==> config.mk <==
export PLATFORM = sky130hd
export DESIGN_NAME = interrupt_sequencer
export DESIGN_NICKNAME = d
export VERILOG_FILES = /design/src/rtl/interrupt_sequencer.sv
export SDC_FILE = /design/constraint.sdc
export NUM_CORES = 1
export LEC_CHECK = 0
export CAP_MARGIN = 40
export CELL_PAD_IN_SITES_DETAIL_PLACEMENT = 0
export CELL_PAD_IN_SITES_GLOBAL_PLACEMENT = 1
export CORE_MARGIN = 2
export CORE_UTILIZATION = 31
export DETAILED_ROUTE_END_ITERATION = 16
export MAX_ROUTING_LAYER = met4
export PLACE_DENSITY = 0.78
export SYNTH_ARGS = -nofsm -noshare
export SYNTH_HDL_FRONTEND = slang
export SYNTH_SLANG_ARGS = --single-unit
==> constraint.sdc <==
create_clock -name clk -period 1.8 [get_ports clk]
set_input_delay 0.18 -clock clk [delete_from_list [all_inputs] [get_ports clk]]
set_output_delay 0.18 -clock clk [all_outputs]
set_load 0.05 [all_outputs]
==> src/rtl/interrupt_sequencer.sv <==
// interrupt_sequencer: hardware interrupt entry (flush, push PC/flags, fetch vector, load PC).
// Optional flags push enabled by defining INTR_PUSH_FLAGS_EN.
module interrupt_sequencer #(
    parameter int DATA_W   = 16,
    parameter int FLAGS_W  = 3,
    parameter int VEC_ADDR = 2
) (
    input  logic                  clk,
    input  logic                  rst,
    input  logic                  intr_in,
    input  logic [2*DATA_W-1:0]   pc_in,
    input  logic [FLAGS_W-1:0]    flags_in,
    input  logic                  mem_ack,
    input  logic [DATA_W-1:0]     mem_rdata,
    output logic                  busy,
    output logic                  stall_fetch,
    output logic                  flush,
    output logic                  mem_push,
    output logic                  mem_rd,
    output logic [DATA_W-1:0]     mem_addr,
    output logic [DATA_W-1:0]     mem_wdata,
    output logic                  pc_load,
    output logic [2*DATA_W-1:0]   pc_load_val
);

    localparam logic [DATA_W-1:0] VEC_HI_A = DATA_W'(VEC_ADDR);
    localparam logic [DATA_W-1:0] VEC_LO_A = VEC_HI_A + {{(DATA_W-1){1'b0}}, 1'b1};

    typedef enum logic [2:0] {
        IDLE,
        FLUSH,
        PUSH_HI,
        PUSH_LO,
`ifdef INTR_PUSH_FLAGS_EN
        PUSH_FLG,
`endif
        RD_HI,
        RD_LO,
        LOAD
    } state_t;

    state_t              state;
    state_t              state_next;
    logic                pending;
    logic                start;
    logic [2*DATA_W-1:0] saved_pc;
    logic [DATA_W-1:0]   vec_hi;
    logic [DATA_W-1:0]   vec_lo;

`ifdef INTR_PUSH_FLAGS_EN
    logic [FLAGS_W-1:0]  saved_flags;
`else
    logic                unused_flags;
    assign unused_flags = ^flags_in;
`endif

    // A new sequence begins from IDLE on a fresh pulse or a queued one.
    assign start = (state == IDLE) && (intr_in || pending);

    // State register.
    always_ff @(posedge clk) begin
        if (rst) state <= IDLE;
        else     state <= state_next;
    end

    // Pending flag: one-deep queue for pulses arriving mid-sequence.
    always_ff @(posedge clk) begin
        if (rst)                        pending <= 1'b0;
        else if (start)                 pending <= 1'b0;
        else if (state != IDLE && intr_in) pending <= 1'b1;
    end

    // Capture return context at sequence start.
    always_ff @(posedge clk) begin
        if (rst) begin
            saved_pc <= '0;
`ifdef INTR_PUSH_FLAGS_EN
            saved_flags <= '0;
`endif
        end else if (start) begin
            saved_pc <= pc_in;
`ifdef INTR_PUSH_FLAGS_EN
            saved_flags <= flags_in;
`endif
        end
    end

    // Latch vector words as their reads complete.
    always_ff @(posedge clk) begin
        if (rst) begin
            vec_hi <= '0;
            vec_lo <= '0;
        end else begin
            if (state == RD_HI && mem_ack) vec_hi <= mem_rdata;
            if (state == RD_LO && mem_ack) vec_lo <= mem_rdata;
        end
    end

    // Next-state logic; memory states advance only on ack.
    always_comb begin
        state_next = state;
        unique case (state)
            IDLE:     if (intr_in || pending) state_next = FLUSH;
            FLUSH:    state_next = PUSH_HI;
            PUSH_HI:  if (mem_ack) state_next = PUSH_LO;
`ifdef INTR_PUSH_FLAGS_EN
            PUSH_LO:  if (mem_ack) state_next = PUSH_FLG;
            PUSH_FLG: if (mem_ack) state_next = RD_HI;
`else
            PUSH_LO:  if (mem_ack) state_next = RD_HI;
`endif
            RD_HI:    if (mem_ack) state_next = RD_LO;
            RD_LO:    if (mem_ack) state_next = LOAD;
            LOAD:     state_next = IDLE;
            default:  state_next = IDLE;
        endcase
    end

    // Moore output decode from state and held registers.
    always_comb begin
        busy        = (state != IDLE);
        stall_fetch = (state != IDLE);
        flush       = 1'b0;
        mem_push    = 1'b0;
        mem_rd      = 1'b0;
        mem_addr    = '0;
        mem_wdata   = '0;
        pc_load     = 1'b0;
        pc_load_val = '0;
        unique case (state)
            FLUSH: flush = 1'b1;
            PUSH_HI: begin
                mem_push  = 1'b1;
                mem_wdata = saved_pc[2*DATA_W-1:DATA_W];
            end
            PUSH_LO: begin
                mem_push  = 1'b1;
                mem_wdata = saved_pc[DATA_W-1:0];
            end
`ifdef INTR_PUSH_FLAGS_EN
            PUSH_FLG: begin
                mem_push  = 1'b1;
                mem_wdata = DATA_W'(saved_flags);
            end
`endif
            RD_HI: begin
                mem_rd   = 1'b1;
                mem_addr = VEC_HI_A;
            end
            RD_LO: begin
                mem_rd   = 1'b1;
                mem_addr = VEC_LO_A;
            end
            LOAD: begin
                pc_load     = 1'b1;
                pc_load_val = {vec_hi, vec_lo};
            end
            default: ;
        endcase
    end

endmodule
==> flow_metrics.py <==
metrics = {
    "sta": {
        "fmaxAchievable_mhz": 594.3,
        "number_of_slew_limit_violations_in_the_final_report": 0,
        "worst_relative_slew_slack_pct": 66.87,
        "fin_worst_skew_ps": 9.206,
        "accumulated_negative_setup_slack_ps": 0,
        "tightest_slew_ps": 495.1,
        "finalCritPeriodShare_pct": 93.49,
        "final_setup_vio_count": 0,
        "period_minus_slack_ps": 1683,
        "final-hold-violation-count": 0,
        "rsz0062_at_grt": "false",
    },
    "placement": {
        "hpwlAfterDp_um": 5526,
        "port_buffers": 107,
        "numPlacedInstances": 620,
        "gp_routability_congestion": 0.7521,
        "place_area_um2": 4503,
    },
    "clock_tree": {
        "sink_count": 68,
        "clock_tree.root_cell": "sky130_fd_sc_hd__clkbuf_8",
        "clock_latency_ps": 350,
        "cts_tree": "yes",
        "cts_htree_levels": 3,
        "clkSlewWorstSetupHoldPaths_ps": 80,
        "max-clock-path-buffers": 2,
        "numCtsBuffers": 9,
    },
    "cells_and_area": {
        "finished_cell_area_um2": 4762,
        "layout-drive-gt1-share_pct": 20.20,
        "layout.cells.non_filler": 641,
        "synthToLayoutAreaGrowth_pct": 45.27,
        "n_antenna_cell": 0,
        "finalNetCount": 555,
        "filler_instances": 1075,
    },
    "global_route": {
        "grt_max_degree": 69,
        "number_of_global_route_vias_before_repair": 2826,
        "global_route.overflow_total": 0,
        "grt_usage_pct": 15.16,
        "antenna_found_initial": 0,
        "wire_length_of_the_first_global_routing_pass_um": 13390,
    },
    "pwr": {
        "power.density_cell_area_nw_per_um2": 817.7,
        "leakage_dissipation_nw": 1.793,
        "max-vdd-ir-drop_uv": 372.4,
        "design_power_total_w": 0.003894,
    },
    "drt": {
        "met3_length_um": 654,
        "wire_per_inst_um": 12.94,
        "drt_pass1_iterations": 4,
        "routedLengthMet1_um": 4007,
        "wl_met2_um": 3526,
        "route.antenna.remaining_nets": 0,
        "top_signal_layer_used": "met4",
        "post_drt_via_cell_ratio": 4.596,
        "drt-total-wl_um": 8295,
        "drc": 0,
        "via_count": 2946,
        "drt_first_iter_violations": 75,
    },
    "logic_synthesis": {
        "post_synth_main_area_contributors": "sky130_fd_sc_hd__dfxtp_1 (42%), sky130_fd_sc_hd__a21oi_1 (9.9%), sky130_fd_sc_hd__nand2_1 (7.4%)",
        "synth-edff-count": 0,
        "area_of_the_mapped_netlist_um2": 3278,
        "synth.largest_area_cell": "sky130_fd_sc_hd__dfxtp_1",
        "yosysWarnings": 0,
        "ys_seq_area_share_pct": 41.53,
        "syn-instance-count": 404,
        "primary_flip_flop_cell_chosen_by_synthesis_mapping": "sky130_fd_sc_hd__dfxtp_1",
        "library_cell_with_the_highest_instance_count_after_synthesis": "sky130_fd_sc_hd__dfxtp_1",
        "post-synth-top-area-fraction_pct": 41.53,
        "synth.lib_cells_used.distinct": 31,
        "synth_seq_cells": 68,
        "yosys-top-cells-count": "sky130_fd_sc_hd__dfxtp_1 (68), sky130_fd_sc_hd__a21oi_1 (65), sky130_fd_sc_hd__nand2_1 (65), sky130_fd_sc_hd__and2_1 (33), sky130_fd_sc_hd__nand3b_1 (32)",
        "syn-mean-instance-area_um2": 8.114,
        "ys_async_sr_fraction_pct": 0,
    },
    "floorplanning": {
        "design.core.area_um2": 10280,
        "initial_utilization_pct": 31.90,
        "num_rows": 37,
        "die_width_um": 106.8,
        "design.die.area_um2": 11410,
        "fp.dieH_um": 106.8,
        "ios": 125,
    },
    "critical_path": {
        "crit_type": "reg -> out",
        "slowest_stage": "sky130_fd_sc_hd__dfxtp_4",
        "critical_path_arrival_ps": 1500,
        "crit_required_ps": 1620,
        "crit_path_max_incr_delay_ps": 410,
        "crit_path_max_fanout": 33,
        "worstPathCellList": "nand2_1, nor2_2, buf_12, and2_1, buf_4",
        "start_kind": "flop",
        "worstSetupEndpointType": "output port",
    },
    "run_status": {
        "outcome": "finished clean",
    },
    "job": {
        "timing.max_cap.violations": 0,
    },
    "hold_path": {
        "hold_path_class": "in -> reg",
    },
}
## state kept, by name, summed over array words and instances, names as in the netlist
name,count
pending,1
vec_hi,16
saved_pc,32
state,3
vec_lo,16
## metal layers
metal | GRT usage [%] | vias to the layer above
met2 | 21.66 | 102
met5 | - | -
met1 | 19.89 | 1316
met4 | 6.494 | 0
met3 | 4.498 | 12
li1 | - | 1516
## cell type report
class,instances,area (um2),share of cell area [%]
repair buffers,126,1385,29.09
inverters,2,10.01,0.2102
clock inverters,7,82.58,1.734
flip-flops and latches,68,1373,28.82
multi-input cells,293,1618,33.97
clock buffers,9,123.9,2.601
well taps,136,170.2,3.573
## where the power goes
group / switching [W] / internal [W]
logic: 0.000536 / 0.000391
clock network: 0.000660 / 0.000664
registers: 0.0000544 / 0.00159
## metrics by stage
step,utilization [%],hold WS [ps],worst slack (ps)
global placement,43.82,438.1,139.4
detailed placement,43.82,443.4,82.89
floorplan,-,269.7,-17.45
finish,46.34,312.1,117.2
global route,46.34,321.7,12.19
CTS,45.90,294.1,5.018
## cell usage in the layout (no fill, tap or decap), drive strengths merged, types with 2 or more instances in the layout
cell	count
dfxtp	68
nand3b	32
buf	76
o21ai	34
clkdlybuf4s50	50
mux2i	16
clkbuf	9
nand2b	2
nand2	65
nor2	20
inv	6
clkinvlp	2
conb	14
nor3	2
a21oi	65
and2	33
## worst paths after layout
check,cells after the start,startpoint,to,slack (ps)
max,5,state[2],pc_load_val[13],120
min,3,rst,state[2],310
min reg2reg,2,vec_lo[6],vec_lo[6],450
max reg2reg,5,state[1],saved_pc[5],350
## critical path: cells and delay by family, from the launching register on
family | cells | cell delay [ps]
buf+inv | 2 | 370
simple gates | 3 | 350
flops | 1 | 410
## cells by family after synthesis
logic type / count (synthesis) / synth area share [%]
DFF: 68 / 41.53
xor gates and xnor gates: 1 / 0.2672
AOI/OAI and AO/OA: 101 / 15.57
buffers and inverters: 56 / 11.07
muxes: 16 / 4.885
and+or+nand+nor: 161 / 26.57
other: 1 / 0.1144
## timing repair
item,4_1_cts,5_1_grt
pin swaps,0,0
setup endpoints to repair,48,40
gates resized for setup,4,3
buffers inserted,0,5
hold buffers,0,0
Note: power is estimated with default switching activity, not from simulation.
==> variant 1 (config.mk and constraints unchanged) <==
Set the parameter `DATA_W` to 32 (it was 16).
--- a/src/rtl/interrupt_sequencer.sv
+++ b/src/rtl/interrupt_sequencer.sv
@@ -1,7 +1,7 @@
 // interrupt_sequencer: hardware interrupt entry (flush, push PC/flags, fetch vector, load PC).
 // Optional flags push enabled by defining INTR_PUSH_FLAGS_EN.
 module interrupt_sequencer #(
-    parameter int DATA_W   = 16,
+    parameter int DATA_W   = 32,
     parameter int FLAGS_W  = 3,
     parameter int VEC_ADDR = 2
 ) (
Interface: changed (5 resized); port bits go from 125 to 237. The function was not compared with the original's and may differ.
==> variant 1 against the original RTL <==
  * Worst setup slack worse by 0.14 ns
  * Largest cell class is now non-clock buffers
  * Sequential power rose by 96%
  * Highest routed layer unchanged
  * Total power is 130% higher
  * Die area up 86%
  * The flow now finishes with violations (setup timing)
  * Synthesized area is 90% higher
  * Critical path depth unchanged
  * Count of clock-buffer cells in the layout rose by 13
  * Sequential cell count increased by 64
  * Final area rose by 130%
  * Cell count rose by 94%
  * Wire length up 140%
  * Via count up 99%
==> variant 1: results (changes against the original RTL) <==
worst-skew pair later-pin latency 0.41 ns (was 0.35 ns); Worst Path Max Fanout 11 (was 33); final WL 19700 um (was 8300 um); largest net degree at the start of global routing 81 (was 69); top cells by area, synth dfxtp_1 (42%), a21oi_1 (10%), nand2_1 (7.8%) (was dfxtp_1 (42%), a21oi_1 (9.9%), nand2_1 (7.4%)); final worst setup slack -0.0213 ns (was 0.117 ns); R2R cell count 7 (was 5); Reg-to-Reg Start state[2] (was state[1]); CTS clk-pin slew, worst paths 0.06 ns (was 0.08 ns); via count 5851 (was 2946); Final nets 1067 (was 555); routed length on met3 1480 um (was 654 um); met2 routed WL 9620 um (was 3530 um); reg-to-reg endpoint saved_pc[3] (was saved_pc[5]); DP Area 9410 um2 (was 4500 um2); Iter 0 DRT Violations 212 (was 75); Setup-failing EPs final 28 (was 0); Clock Tree Root clkbuf_16 (was clkbuf_8); Lkg Pwr 0.00387 uW (was 0.00179 uW); Routability Congestion 0.727 (was 0.752); failing checks setup timing; Layout Skew 0.00874 ns (was 0.00921 ns); status complete, but fails checks (was finished, final reports clean); Tot GR Track Use 17.8% (was 15.2%); final hold slack 0.282 ns (was 0.312 ns); Worst Hold End saved_pc[46] (was state[2]); FF-to-FF setup slack 0.19 ns (was 0.35 ns); syn avg cell area 8.01 um2 (was 8.11 um2); worst hold stages 2 (was 3); first-pass GRT wire length 29600 um (was 13400 um)
-- variant 1: cell types whose count changed after synthesis, sizes merged --
cell    change
o21ai      +32
nand3b     +32
and2       +32
nor2       +16
dfxtp      +64
a21oi      +64
nand2      +64
mux2i      +16
clkbuf     +20
buf        +34
-- variant 1: through the flow --
step / setup TNS, ns / worst slack [ns]
after floorplan: 0 / 0.00201
after global placement: 0 / 0.224
after detailed placement: 0 / 0.194
after CTS: -1.55 / -0.0746
after global routing: -3.69 / -0.0893
final: -0.312 / -0.0213
-- variant 1: worst max-delay path, delay by kind of cell (launching register included) --
| kind | cells | cell delay (ns) |
|---|---|---|
| buffers and inverters | 3 | 0.43 |
| flip-flops | 1 | 0.41 |
| AND/OR/NAND/NOR | 1 | 0.08 |
| multiplexers | 1 | 0.31 |
-- variant 1: final cells by class --
cell class / count / area [um2]
well taps: 265 / 332
clock inverters: 9 / 104
clock buffers: 22 / 474
flip-flops and latches: 132 / 2650
inverters: 2 / 7.51
multi-input cells: 565 / 3620
repair buffers: 246 / 3750
fillers: 1710 / 8650
-- variant 1: layer usage --
metal / up-vias / GRT usage (%)
li1: 2916 / -
met1: 2745 / 21.5
met2: 172 / 28.7
met3: 18 / 6.02
met4: 0 / 4.26
met5: - / -
-- variant 1: cells by family (layout without fill, tap and decap cells) --
family                 count (synthesis)  after routing  synth area share [%]
AO/OA/AOI/OAI                        197            197                  15.9
XOR/XNOR                               1              1                 0.141
buffers and inverters                110            279                  10.6
flip-flops                           132            132                  42.4
multiplexers                          32             32                  5.14
other                                  1             30                0.0602
AND/OR/NAND/NOR                      305            305                  25.7
-- variant 1: where the power goes --
group          internal, uW  leakage [uW]  switching [uW]
logic                   982       0.00252            1180
registers              3090       0.00108             118
clock network          2130      0.000282            1280
total                  6200       0.00387            2580
-- variant 1: worst max-delay path by stage --
stage          cells past startpoint     start         endpoint
6_report                           5  state[0]    mem_wdata[15]
5_1_grt                            7  state[2]  pc_load_val[29]
4_1_cts                            5  state[1]   pc_load_val[1]
3_5_place_dp                       5   mem_ack        vec_hi[3]
3_3_place_gp                       5   mem_ack       vec_hi[28]
2_1_floorplan                      5  state[0]    mem_wdata[10]
-- variant 1: what timing repair did --
item | in CTS | in global routing
pin swaps | 10 | 46
buffers inserted | 9 | 2
resized for setup | 79 | 98
gates cloned | 5 | 4
setup endpoints to repair | 100 | 99
hold endpoints to repair | 0 | 0
==> variant 2 (same settings) <==
Without the edit above. Re-encode `state_t` (7 states) as one-hot, 7 bits wide.
--- a/src/rtl/interrupt_sequencer.sv
+++ b/src/rtl/interrupt_sequencer.sv
@@ -26,17 +26,17 @@
     localparam logic [DATA_W-1:0] VEC_HI_A = DATA_W'(VEC_ADDR);
     localparam logic [DATA_W-1:0] VEC_LO_A = VEC_HI_A + {{(DATA_W-1){1'b0}}, 1'b1};
 
-    typedef enum logic [2:0] {
-        IDLE,
-        FLUSH,
-        PUSH_HI,
-        PUSH_LO,
+    typedef enum logic [6:0] {
+        IDLE    = 7'b0000001,
+        FLUSH   = 7'b0000010,
+        PUSH_HI = 7'b0000100,
+        PUSH_LO = 7'b0001000,
 `ifdef INTR_PUSH_FLAGS_EN
         PUSH_FLG,
 `endif
-        RD_HI,
-        RD_LO,
-        LOAD
+        RD_HI   = 7'b0010000,
+        RD_LO   = 7'b0100000,
+        LOAD    = 7'b1000000
     } state_t;
 
     state_t              state;
Function: no difference found for any inputs over 10 cycles, from zero or initial values and one cycle with rst high; not proved beyond that.
==> variant 2 against the original RTL <==
  * The flow now finishes with violations (setup timing)
  * Die area up 0.33%
  * Cell count is 0.62% lower
  * Synthesized area rose by 0.34%
  * Total power increased by 1.4%
  * Synthesized cell count is 7.4% lower
  * Worst hold slack lost 0.042 ns
  * Worst setup slack worse by 0.37 ns
  * Final area rose by 22%
  * Sequential cell count rose by 4
  * Via count rose by 0.41%
  * Core utilization is 10 points higher
  * Global-route usage grew 2.3 points
  * Wire length increased by 19%
  * Critical path type unchanged
  * Critical endpoint is now mem_wdata[4]
  * Largest power group unchanged
==> variant 2: results (changes against the original RTL) <==
CTS H-tree lvls 3 (unchanged); top cells by area, synth dfxtp_1 (44%), mux2i_1 (9.7%), nand2_1 (7.6%) (was dfxtp_1 (42%), a21oi_1 (9.9%), nand2_1 (7.4%)); DR pass1 iterations 6 (was 4); Post-DRT Antenna Nets 0 (unchanged); port bufs 107 (unchanged); Routability Congestion 0.757 (was 0.752); Iter 0 DRT Violations 93 (was 75); Top FF cell, synth dfxtp_1 (unchanged); largest net degree at the start of global routing 34 (was 69); CTS max path bufs 2 (unchanged); CTS clk-pin slew, worst paths 0.08 ns (about the same); vias in the first global route 2977 (was 2826); register area share after synthesis 43.8% (was 41.5%); Layout Skew 0.00548 ns (was 0.00921 ns); Max stage delay cell, worst path dfxtp_4 (unchanged); Final nets 551 (was 555); top flop regs saved_pc (32), vec_hi (16), vec_lo (16) (unchanged); placed cells 602 (was 620); n_diodes 0 (unchanged); non-filler cells, final 637 (was 641); Setup-failing EPs final 84 (was 0); Synthesis Warnings 0 (unchanged); number of fill cells 881 (was 1075); vias per inst 4.64 (was 4.60); final WL 9880 um (was 8300 um); layout cell share with drive strength beyond 1 36.1% (was 20.2%); Lkg Pwr 0.00255 uW (was 0.00179 uW); Synth cell types 38 (was 31); ys async rst share 0% (unchanged); Clock Tree Root clkbuf_8 (unchanged); Tot GR Track Use 17.4% (was 15.2%); most instantiated cells after synthesis dfxtp_1 (72), nand2_1 (67), nor2_1 (39), a21oi_1 (35) (was dfxtp_1 (68), a21oi_1 (65), nand2_1 (65), and2_1 (33), nand3b_1 (32)); worst-skew pair later-pin latency 0.35 ns (about the same); Worst IR Drop VDD 322 uV (was 372 uV); detailed placement HPWL 6040 um (was 5530 um); initial antenna violation count 0 (unchanged); Worst Path Max Fanout 8 (was 33); first-pass GRT wire length 15200 um (was 13400 um); final worst setup slack -0.256 ns (was 0.117 ns); status complete, but fails checks (was finished, final reports clean); CP peak stage delay 0.36 ns (was 0.41 ns); failing checks setup timing; Hold WC Path Type input port to register (unchanged); Worst EP arrival 1.88 ns (was 1.50 ns); syn avg cell area 8.80 um2 (was 8.11 um2); CTS buffer count 9 (unchanged)
## variant 2: cell count changes after synthesis, moves of 3 or more
cell / delta
buf_2: -7
a21oi_1: -30
a22o_1: +16
buf_6: -5
nor2_1: +20
nand3b_1: -32
nor2b_1: +3
mux2i_1: +16
o21ai_1: -29
buf_4: +3
dfxtp_1: +4
## variant 2: layer usage
layer / global-route usage [%] / part of all wire, %
met1: 21.0 / 44
met2: 29.3 / 51
met3: 2.86 / 3.4
met4: 6.68 / 1.6
met5: - / 0
## variant 2: cell families after synthesis
logic type,Yosys count,synth area share (%)
AOI/OAI and AO/OA,59,11.1
muxes,32,9.74
and+or+nand+nor,162,25.1
buffers and inverters,46,9.66
other,1,0.114
xor gates and xnor gates,2,0.533
DFF,72,43.8
## variant 2: path summary, 6_finish.rpt
kind,endpoint,start,depth (start not counted),slack (ns)
max reg2reg,vec_hi[11],state[6],8,-0.10
max,mem_wdata[4],state[1],5,-0.26
min,state[5],rst,2,0.27
min reg2reg,saved_pc[4],saved_pc[4],2,0.46
## variant 2: through the flow
| stage | setup slack, ns | TNS (ns) | power [uW] | cell area, um2 |
|---|---|---|---|---|
| final | -0.256 | -9.27 | 3950 | 5820 |
| after global routing | -0.325 | -14.84 | 4120 | 5820 |
| after CTS | -0.240 | -9.48 | 3930 | 5670 |
| after detailed placement | 0.0801 | 0 | 2430 | 5000 |
| after global placement | 0.101 | 0 | 2410 | 5000 |
| after floorplan | 0.0351 | 0 | 2180 | 3360 |
## variant 2: where the power goes
part	internal (uW)	total [uW]	switching (uW)
Combinational	315	721	406
Clock	823	1480	660
Sequential	1670	1740	68.7
Total	2810	3950	1140
## variant 2: timing repair
action                     4_1_cts  5_1_grt
setup buffers                   15        2
gates resized for setup         71       35
pin swaps                       31       33
gates cloned                     4        3
setup endpoints to repair       55       89
## variant 2: cell type report
cell class | count | area (um2) | share of cell area [%]
Timing Repair Buffer | 142 | 2080 | 35.8
Sequential cell | 72 | 1470 | 25.2
Tap cell | 136 | 170 | 2.92
Clock inverter | 6 | 92.6 | 1.59
Clock buffer | 10 | 138 | 2.36
Inverter | 2 | 12.5 | 0.215
Multi-Input combinational cell | 269 | 1860 | 32.0
## variant 2: critical path: cells and delay by family (launching register included)
family,cells,cell delay [ns]
buf+inv,2,0.30
simple gates,2,0.67
flops,1,0.36
compound gates,1,0.19
